<file path="config.mk">
export PLATFORM = sky130hd
export DESIGN_NAME = nv_memory_ctrl_flat
export DESIGN_NICKNAME = d
export VERILOG_FILES = /design/src/rtl/nv_memory_ctrl_if.sv /design/src/rtl/nv_memory_ctrl.sv /design/src/flat_wrapper.sv
export SDC_FILE = /design/constraint.sdc
export NUM_CORES = 1
export LEC_CHECK = 0
export CORE_MARGIN = 2
export CORE_UTILIZATION = 28
export DETAILED_ROUTE_END_ITERATION = 10
export PLACE_DENSITY = 0.65
export SLEW_MARGIN = 20
export SYNTH_ARGS = -nofsm -noshare
export SYNTH_HDL_FRONTEND = slang
export SYNTH_SLANG_ARGS = --single-unit
</file>
<file path="constraint.sdc">
create_clock -name fpga_clk -period 2.83 [get_ports fpga_clk]
set_clock_uncertainty 0.1 [all_clocks]
set_input_delay 0.4245 -clock fpga_clk [delete_from_list [all_inputs] [get_ports fpga_clk]]
set_output_delay 0.4245 -clock fpga_clk [all_outputs]
set_load 0.02 [all_outputs]
</file>
<file path="src/rtl/nv_memory_ctrl_if.sv">
// Requester and erase handshake bundle between the two nv_memory clients and the controller.
// master = requester/test side, slave = nv_memory_ctrl.
interface nv_memory_ctrl_if #(
    parameter int ADDR_W = 8,
    parameter int DATA_W = 64
);
    logic              a_req;
    logic              a_we;
    logic [ADDR_W-1:0] a_addr;
    logic [DATA_W-1:0] a_wdata;
    logic              a_ack;
    logic [DATA_W-1:0] a_rdata;
    logic              a_err;

    logic              b_req;
    logic              b_we;
    logic [ADDR_W-1:0] b_addr;
    logic [DATA_W-1:0] b_wdata;
    logic              b_ack;
    logic [DATA_W-1:0] b_rdata;
    logic              b_err;

    logic              erase_req;
    logic              erase_busy;
    logic              erase_done;

    modport master (
        output a_req, a_we, a_addr, a_wdata, b_req, b_we, b_addr, b_wdata, erase_req,
        input  a_ack, a_rdata, a_err, b_ack, b_rdata, b_err, erase_busy, erase_done
    );

    modport slave (
        input  a_req, a_we, a_addr, a_wdata, b_req, b_we, b_addr, b_wdata, erase_req,
        output a_ack, a_rdata, a_err, b_ack, b_rdata, b_err, erase_busy, erase_done
    );
endinterface

</file>
<file path="src/rtl/nv_memory_ctrl.sv">
// Arbitrates loader (A) and key reader (B) onto the nv_memory macro, with erase taking priority; NV_MEM_CTRL_VERIFY_EN adds write read-back.
// Latency: read ack in cycle RD_LAT+2, write ack in cycle WR_CYCLES+1 (+RD_LAT+1 with verify), erase busy ERASE_CYCLES then done pulse.
// Backpressure: requests are held until ack; only sampled in IDLE, so anything arriving mid-access or mid-erase simply waits.
module nv_memory_ctrl #(
    parameter int ADDR_W       = 8,
    parameter int DATA_W       = 64,
    parameter int WR_CYCLES    = 1,
    parameter int RD_LAT       = 1,
    parameter int ERASE_CYCLES = 16
) (
    input  logic              fpga_clk,
    input  logic              fpga_rst,
    nv_memory_ctrl_if.slave   bus,
    output logic              mem_erase,
    output logic              mem_rw,
    output logic [ADDR_W-1:0] mem_addr_in,
    output logic [DATA_W-1:0] mem_data_in,
    input  logic [DATA_W-1:0] mem_data_out
);
    localparam int RD_CYC  = RD_LAT + 1;
    localparam int CNT_MAX = (WR_CYCLES > ERASE_CYCLES)
                           ? ((WR_CYCLES > RD_CYC) ? WR_CYCLES : RD_CYC)
                           : ((ERASE_CYCLES > RD_CYC) ? ERASE_CYCLES : RD_CYC);
    localparam int CNT_W   = $clog2(CNT_MAX + 1);

    typedef enum logic [2:0] {
        IDLE, WRITE, READ, DONE, ERASE
`ifdef NV_MEM_CTRL_VERIFY_EN
        , VERIFY
`endif
    } state_t;

    state_t           state;
    logic [CNT_W-1:0] cnt;
    logic             gnt_b;
    logic             last_b;
    logic             pick_b;
    logic             pick_we;

    // B wins only when A is absent or A was served last.
    assign pick_b  = bus.b_req && (!bus.a_req || !last_b);
    assign pick_we = pick_b ? bus.b_we : bus.a_we;

`ifndef NV_MEM_CTRL_VERIFY_EN
    assign bus.a_err = 1'b0;
    assign bus.b_err = 1'b0;
`endif

    always_ff @(posedge fpga_clk) begin
        if (fpga_rst) begin
            state          <= IDLE;
            cnt            <= '0;
            gnt_b          <= 1'b0;
            last_b         <= 1'b1;
            mem_rw         <= 1'b1;
            mem_erase      <= 1'b0;
            mem_addr_in    <= '0;
            mem_data_in    <= '0;
            bus.a_ack      <= 1'b0;
            bus.b_ack      <= 1'b0;
            bus.a_rdata    <= '0;
            bus.b_rdata    <= '0;
            bus.erase_busy <= 1'b0;
            bus.erase_done <= 1'b0;
`ifdef NV_MEM_CTRL_VERIFY_EN
            bus.a_err      <= 1'b0;
            bus.b_err      <= 1'b0;
`endif
        end else begin
            bus.a_ack      <= 1'b0;
            bus.b_ack      <= 1'b0;
            bus.erase_done <= 1'b0;
`ifdef NV_MEM_CTRL_VERIFY_EN
            bus.a_err      <= 1'b0;
            bus.b_err      <= 1'b0;
`endif
            case (state)
                IDLE: begin
                    if (bus.erase_req) begin
                        state          <= ERASE;
                        mem_erase      <= 1'b1;
                        bus.erase_busy <= 1'b1;
                        cnt            <= CNT_W'(ERASE_CYCLES - 1);
                    end else if (bus.a_req || bus.b_req) begin
                        gnt_b       <= pick_b;
                        last_b      <= pick_b;
                        mem_addr_in <= pick_b ? bus.b_addr  : bus.a_addr;
                        mem_data_in <= pick_b ? bus.b_wdata : bus.a_wdata;
                        if (pick_we) begin
                            state  <= WRITE;
                            mem_rw <= 1'b0;
                            cnt    <= CNT_W'(WR_CYCLES - 1);
                        end else begin
                            state  <= READ;
                            cnt    <= CNT_W'(RD_LAT);
                        end
                    end
                end
                WRITE: begin
                    if (cnt == '0) begin
                        mem_rw <= 1'b1;
`ifdef NV_MEM_CTRL_VERIFY_EN
                        state  <= VERIFY;
                        cnt    <= CNT_W'(RD_LAT);
`else
                        state     <= DONE;
                        bus.a_ack <= !gnt_b;
                        bus.b_ack <= gnt_b;
`endif
                    end else begin
                        cnt <= cnt - 1'b1;
                    end
                end
                READ: begin
                    if (cnt == '0) begin
                        state     <= DONE;
                        bus.a_ack <= !gnt_b;
                        bus.b_ack <= gnt_b;
                        if (gnt_b) bus.b_rdata <= mem_data_out;
                        else       bus.a_rdata <= mem_data_out;
                    end else begin
                        cnt <= cnt - 1'b1;
                    end
                end
`ifdef NV_MEM_CTRL_VERIFY_EN
                VERIFY: begin
                    if (cnt == '0) begin
                        state     <= DONE;
                        bus.a_ack <= !gnt_b;
                        bus.b_ack <= gnt_b;
                        bus.a_err <= !gnt_b && (mem_data_out != mem_data_in);
                        bus.b_err <= gnt_b && (mem_data_out != mem_data_in);
                    end else begin
                        cnt <= cnt - 1'b1;
                    end
                end
`endif
                DONE: state <= IDLE;
                ERASE: begin
                    if (cnt == '0) begin
                        state          <= IDLE;
                        mem_erase      <= 1'b0;
                        bus.erase_busy <= 1'b0;
                        bus.erase_done <= 1'b1;
                    end else begin
                        cnt <= cnt - 1'b1;
                    end
                end
                default: state <= IDLE;
            endcase
        end
    end
endmodule

</file>
<file path="src/flat_wrapper.sv">
// flat-port wrapper written by rule: the top's interface ports become plain ports
module nv_memory_ctrl_flat 
#(
    parameter int ADDR_W       = 8,
    parameter int DATA_W       = 64,
    parameter int WR_CYCLES    = 1,
    parameter int RD_LAT       = 1,
    parameter int ERASE_CYCLES = 16
)
  (fpga_clk, fpga_rst, mem_erase, mem_rw, mem_addr_in, mem_data_in, mem_data_out, bus_a_req, bus_a_we, bus_a_addr, bus_a_wdata, bus_b_req, bus_b_we, bus_b_addr, bus_b_wdata, bus_erase_req, bus_a_ack, bus_a_rdata, bus_a_err, bus_b_ack, bus_b_rdata, bus_b_err, bus_erase_busy, bus_erase_done);
  nv_memory_ctrl_if #(.ADDR_W(ADDR_W), .DATA_W(DATA_W)) bus_i ();
  input  logic fpga_clk;
  input  logic fpga_rst;
  output logic mem_erase;
  output logic mem_rw;
  output logic [ADDR_W-1:0] mem_addr_in;
  output logic [DATA_W-1:0] mem_data_in;
  input  logic [DATA_W-1:0] mem_data_out;
  input wire logic [$bits(bus_i.a_req)-1:0] bus_a_req;
  input wire logic [$bits(bus_i.a_we)-1:0] bus_a_we;
  input wire logic [$bits(bus_i.a_addr)-1:0] bus_a_addr;
  input wire logic [$bits(bus_i.a_wdata)-1:0] bus_a_wdata;
  input wire logic [$bits(bus_i.b_req)-1:0] bus_b_req;
  input wire logic [$bits(bus_i.b_we)-1:0] bus_b_we;
  input wire logic [$bits(bus_i.b_addr)-1:0] bus_b_addr;
  input wire logic [$bits(bus_i.b_wdata)-1:0] bus_b_wdata;
  input wire logic [$bits(bus_i.erase_req)-1:0] bus_erase_req;
  output wire logic [$bits(bus_i.a_ack)-1:0] bus_a_ack;
  output wire logic [$bits(bus_i.a_rdata)-1:0] bus_a_rdata;
  output wire logic [$bits(bus_i.a_err)-1:0] bus_a_err;
  output wire logic [$bits(bus_i.b_ack)-1:0] bus_b_ack;
  output wire logic [$bits(bus_i.b_rdata)-1:0] bus_b_rdata;
  output wire logic [$bits(bus_i.b_err)-1:0] bus_b_err;
  output wire logic [$bits(bus_i.erase_busy)-1:0] bus_erase_busy;
  output wire logic [$bits(bus_i.erase_done)-1:0] bus_erase_done;
  assign bus_i.a_req = bus_a_req;
  assign bus_i.a_we = bus_a_we;
  assign bus_i.a_addr = bus_a_addr;
  assign bus_i.a_wdata = bus_a_wdata;
  assign bus_i.b_req = bus_b_req;
  assign bus_i.b_we = bus_b_we;
  assign bus_i.b_addr = bus_b_addr;
  assign bus_i.b_wdata = bus_b_wdata;
  assign bus_i.erase_req = bus_erase_req;
  assign bus_a_ack = bus_i.a_ack;
  assign bus_a_rdata = bus_i.a_rdata;
  assign bus_a_err = bus_i.a_err;
  assign bus_b_ack = bus_i.b_ack;
  assign bus_b_rdata = bus_i.b_rdata;
  assign bus_b_err = bus_i.b_err;
  assign bus_erase_busy = bus_i.erase_busy;
  assign bus_erase_done = bus_i.erase_done;
  nv_memory_ctrl #(.ADDR_W(ADDR_W), .DATA_W(DATA_W), .WR_CYCLES(WR_CYCLES), .RD_LAT(RD_LAT), .ERASE_CYCLES(ERASE_CYCLES)) u_core (.fpga_clk(fpga_clk), .fpga_rst(fpga_rst), .bus(bus_i), .mem_erase(mem_erase), .mem_rw(mem_rw), .mem_addr_in(mem_addr_in), .mem_data_in(mem_data_in), .mem_data_out(mem_data_out));
endmodule
</file>
**Word-level counts from Yosys, hierarchy flattened**

Cells that the tools add are included.

- Flip-flop bits (word level): 215
- Bits of input ports: 215
- Output and inout port bits: 208
- Word-level logic and storage cells: 76

- $add $sub $neg: 1
- Equality and inequality tests: 12
- Multiplexer cells: 23
- Bitwise logic cells: 5
- Reduce and logical (&&, ||, !) cells: 22

Operators by type and width:

| operator | number |
|---|---|
| $mux 64 | 1 |
| $reduce_and 3->1 | 6 |
| $mux 5 | 3 |
| $mux 3 | 4 |
| $ne 2x1->1 const B | 5 |
| $pmux 5 s2 | 1 |
| $mux 1 | 9 |
| $pmux 3 s3 | 1 |
| $mux 8 | 1 |
| $ne 2x2->1 const B | 3 |
| $reduce_bool 2->1 | 3 |
| $reduce_or 3->1 | 2 |
| $logic_not 5->1 | 1 |
| $not 1->1 | 5 |
| $reduce_and 5->1 | 1 |
| $sub 5x1->5 const B | 1 |
| $pmux 1 s2 | 2 |
| $reduce_or 2->1 | 2 |
| $eq 3x1->1 const B | 1 |
| $eq 3x2->1 const B | 1 |
| $eq 3x3->1 const B | 1 |
| $logic_not 1->1 | 3 |
| $logic_not 3->1 | 1 |
| $ne 3x2->1 const B | 1 |
| 3 further kinds | 4 |

**Depth between registers and ports, before layout**

- Depth in word-level cells: 8
- Mapped depth: 9

**Least setup slack after synthesis**

No wires, ideal clock.

- Path type: register -> register
- Start point: reg u_core.state[0]
- End point: reg u_core.cnt[0]
- Setup time: 0.074 ns
- Arrival: 1.795 ns
- Data required time: 2.656 ns
- Slack: 0.861 ns
- Cell stages (with the launch flop): 8
- Period minus slack after synthesis: 1.969 ns
- Path through: dfxtp_1 or2_1 buf_6 or3_1 and3_1 buf_6 or3_1 a31oi_1

- Longest elaborated chain between the ends: 4
- Elaborated cells between the ends (all ways): 10
- Those cells by class: eq/ne: 5; mux: 1; reduce/logical: 4

Ends and longest elaborated chain:

| element | line | text |
|---|---|---|
| from (decl) | nv_memory_ctrl.sv:33 | `state_t state;` |
| from (signal assigned) | nv_memory_ctrl.sv:51 | `state <= IDLE;` |
| from (signal assigned) | nv_memory_ctrl.sv:80 | `state <= ERASE;` |
| from (signal assigned) | nv_memory_ctrl.sv:90 | `state <= WRITE;` |
| $eq 3x1->1 (tied with other cells) | nv_memory_ctrl.sv:77 | `case (state)` |
| $reduce_or 3->1 (no source line) | - |  |
| $ne 2x2->1 (no source line) or $reduce_bool 2->1 (tied branches) | - |  |
| $reduce_and 3->1 (no source line) | - |  |
| to (signal assigned) | nv_memory_ctrl.sv:83 | `cnt <= CNT_W'(ERASE_CYCLES - 1);` |
| to (signal assigned) | nv_memory_ctrl.sv:92 | `cnt <= CNT_W'(WR_CYCLES - 1);` |
| to (signal assigned) | nv_memory_ctrl.sv:95 | `cnt <= CNT_W'(RD_LAT);` |
| to (decl) | nv_memory_ctrl.sv:34 | `logic [CNT_W-1:0] cnt;` |

Several ways; a longest one is shown, not always the timed one.
A chain may end at the register's enable or synchronous reset.

**Worst setup path after layout**

- Start point: reg u_core.cnt[0]
- End point: reg u_core.bus.b_rdata[37]

- Longest elaborated chain between the ends: 2

Ends and longest elaborated chain:

| element | line | text |
|---|---|---|
| $logic_not 5->1 | nv_memory_ctrl.sv:115 | `if (cnt == '0) begin` |
| $reduce_and 3->1 (no source line) | - |  |
| to (signal assigned) | nv_memory_ctrl.sv:119 | `if (gnt_b) bus.b_rdata <= mem_data_out;` |
| to (decl) | nv_memory_ctrl_if.sv:34 | `output a_ack, a_rdata, a_err, b_ack, b_rdata, b_err, erase_busy, erase_done` |

Every way passes these cells.

==> summary.txt <==
Run status
  – Status: finished, final reports clean

Synthesis
  – Unique masters post-synth: 41
  – Cell Area, Synth: 0.00832 sq mm
  – Synth Register Bits: 215
  – Syn Area/Cell: around 8.5 sq um
  – Post-synthesis cell count: 978
  – Synth Warn #: 0
  – Register area share after synthesis: 51.7%

Power
  – P_int: 6.63 mW
  – PwrDens: 708 mW/mm^2
  – Clk network pwr share: 31.8%
  – Sequential share of power: between 30% and 40%
  – Sw frac: a little under a third
  – Logic gate share of total power: 30.7%
  – VDD IR max: 0.381 mV
  – Psw: 3.07 mW
  – Static leakage: about 4.7 nW

Setup path
  – Crit Path Category: flip-flop to flip-flop
  – CP startpoint: u_core.cnt[0]$_SDFFE_PP0P_
  – WP data required: between 3000 and 4000 ps
  – Reg2reg path depth: 7
  – WP data arrival: around 2700 ps
  – CP max FO: 12
  – Critical Path Sink Type: flip-flop
  – Reg2reg setup slack: 500 ps
  – Critical Path Sink: u_core.bus.b_rdata[37]$_SDFFE_PP0P_
  – Endpoint of the worst register-to-register path: u_core.bus.b_rdata[37]$_SDFFE_PP0P_
  – Worst r2r src: u_core.cnt[0]$_SDFFE_PP0P_
  – CP Launch Type: flip-flop

Global route
  – Largest net degree at the start of global routing: 102
  – Vias in the first global route: 7860
  – GRT Resource Usage Total: 17.4%
  – Initial antenna violation count: 0
  – First-pass GRT wire length: 43200 um
  – Remaining Overflow, GRT: 0

Route
  – Initial DRT Pass Iterations: 5
  – Total Wirelength: 28800 um
  – DR WL/cell: roughly 16 um
  – Vias: 8183
  – Initial DRC count: 467
  – Antenna-violating nets left: 0
  – Drt drc: 0
  – Via density per instance: about 4.6

Finish
  – Commonest non-fill, non-tap cells in the layout: clkdlybuf4s50_1, nand2_1, dfxtp_1
  – Fillers: 2845
  – Most common cell after layout, fill and taps aside: clkdlybuf4s50_1
  – # diodes: 0
  – Area grow syn2layout: 64.6%
  – Share of cells above drive strength 1: 5.05%
  – Fin nets: 1584

Clocking
  – CTS buffer count: 25
  – Clock sinks: 215
  – CTS root buf: clkbuf_16
  – Clk_lat worst skew: 510 ps
  – Post-CTS Resized: 0
  – CTS clock-pin slew for the worst setup and hold paths: 60 ps
  – Max H-tree Level: 1
  – Max Root-Sink Buffers: 3
  – Hold Buf Count CTS: 0
  – CTS tree: done
  – Postcts setup bufs: 0

Hold path
  – Hold Path Class: input port to flip-flop

Place
  – Post-DP HPWL: ~20000 um
  – GP Congestion: 0.806
  – Buffers on Ports: 420

STA
  – Final setup vio count: 0
  – Fin crit period: 2330 ps
  – Final Max Slew Viols: 0
  – Worst slew margin: 48.0%
  – Tcrit/Tclk final: 82.3%
  – Worst-Margin Slew: approximately 780 ps
  – Final hold viol count: 0
  – Hold_ws: 270 ps
  – Achievable frequency: 430 MHz
  – RSZ-0062 raised after global routing: false
  – Setup TNS: 0 ps

Flow run
  – Max-capacitance violation count: 0

Floorplan
  – Die W: approximately 180 um
  – Initial Utilization: between 20 and 30%
  – Chip height: 176 um
  – Num rows: 63
  – Core Region: 0.0295 sq mm
  – Die area: 0.0311 sq mm
  – IO Pins: 423
==> cells by family (layout without fill, tap and decap cells) <==
| kind of cell | Yosys count | count (layout) | synth area share, % |
|---|---|---|---|
| muxes | 73 | 73 | 8.78 |
| and+or+nand+nor | 374 | 374 | 18.1 |
| DFF | 215 | 215 | 51.7 |
| other | 1 | 2 | 0.0450 |
| xor gates and xnor gates | 1 | 1 | 0.105 |
| buffers and inverters | 83 | 490 | 4.69 |
| AOI/OAI and AO/OA | 230 | 230 | 16.4 |
| adders and majority gates | 1 | 1 | 0.150 |
==> sequential cells by signal, indices dropped and copies added, names as in the netlist <==
signal and cells:
u_core.bus.a_rdata 64, u_core.bus.b_rdata 64, u_core.mem_data_in 64, u_core.mem_addr_in 8
u_core.cnt 5, u_core.state 3, u_core.bus.a_ack 1, u_core.bus.b_ack 1
u_core.bus.erase_busy 1, u_core.bus.erase_done 1, u_core.gnt_b 1, u_core.last_b 1
u_core.mem_rw 1
==> power by group through the flow <==
stage | clock [mW] | sequential (mW) | combinational (mW)
final | 3.08 | 3.64 | 2.98
after global routing | 3.31 | 3.69 | 3.23
after detailed placement | 0 | 3.69 | 2.99
after CTS | 3.20 | 3.64 | 3.00
after floorplan | 0 | 4.05 | 1.32
after global placement | 0 | 3.68 | 2.97
==> per-layer routing <==
| layer | up-vias | wire length (um) | global-route usage (%) |
|---|---|---|---|
| met5 | - | 0 | 0 |
| met4 | 0 | 991 | 6.82 |
| met3 | 64 | 1810 | 3.42 |
| met2 | 269 | 14000 | 29.6 |
| met1 | 3743 | 12100 | 21.6 |
| li1 | 4107 | - | - |
==> final cells by class <==
type / count / area, sq um / area share [%]
clock buffer: 40 / 762 / 5.56
tap: 390 / 488 / 3.56
multi-input combinational: 681 / 3650 / 26.7
inverter: 4 / 15.0 / 0.110
timing repair buffer: 441 / 4450 / 32.5
sequential: 215 / 4300 / 31.4
clock inverter: 5 / 25.0 / 0.183
==> cells in the mapped netlist (all sizes together) <==
cell type / number / share of area (%)
nand2: 262 / 12
dfxtp: 215 / 52
a21oi: 138 / 8.3
nor2: 87 / 3.9
a211oi: 73 / 6.6
mux2i: 73 / 8.8
clkbuf: 48 / 2.4
buf: 31 / 2.1
o21ai: 8 / 0.48
nor3: 6 / 0.63
inv: 4 / 0.18
a211o: 3 / 0.35
nand3: 3 / 0.18
nor3b: 3 / 0.27
or3: 3 / 0.23
a31oi: 2 / 0.15
or2: 2 / 0.15
a2111oi: 1 / 0.11
a21boi: 1 / 0.090
a21o: 1 / 0.11
a22oi: 1 / 0.090
a311o: 1 / 0.12
and3: 1 / 0.075
conb: 1 / 0.045
ha: 1 / 0.15
nand2b: 1 / 0.075
nand3b: 1 / 0.090
nor2b: 1 / 0.075
nor4: 1 / 0.26
nor4b: 1 / 0.11
o22ai: 1 / 0.075
or4: 1 / 0.090
or4b: 1 / 0.12
xnor2: 1 / 0.11
==> how the worst min path moves through the flow <==
stage | startpoint | endpoint | slack, ps | cells past startpoint
finish | fpga_rst | u_core.bus.erase_busy$_SDFFE_PP0P_ | 270 | 2
global placement | u_core.bus.a_rdata[7]$_SDFFE_PP0P_ | u_core.bus.a_rdata[7]$_SDFFE_PP0P_ | 340 | 2
global route | fpga_rst | u_core.gnt_b$_SDFFE_PP0P_ | 300 | 2
detailed placement | u_core.bus.b_rdata[33]$_SDFFE_PP0P_ | u_core.bus.b_rdata[33]$_SDFFE_PP0P_ | 350 | 2
CTS | fpga_rst | u_core.bus.erase_busy$_SDFFE_PP0P_ | 270 | 2
floorplan | u_core.cnt[1]$_SDFFE_PP0P_ | u_core.cnt[1]$_SDFFE_PP0P_ | 340 | 2
==> critical path: stages (launching register included) <==
cell	delay (ps)
dfxtp_1	330
inv_1	60
ha_1	180
or4b_1	530
nor3_4	530
buf_4	310
nand2_1	90
a21oi_1	130
==> through the flow <==
stage	total power, mW	utilization (%)	setup WS (ps)	cell area (sq um)	std cells
floorplan	5.38	-	861	8330	979
global placement	6.65	43.8	420	12900	1731
detailed placement	6.68	43.8	424	12900	1731
CTS	9.83	46.5	445	13700	1776
global route	10.2	46.5	337	13700	1776
finish	9.70	46.5	502	13700	1776
(Power assumes the default switching activity.)
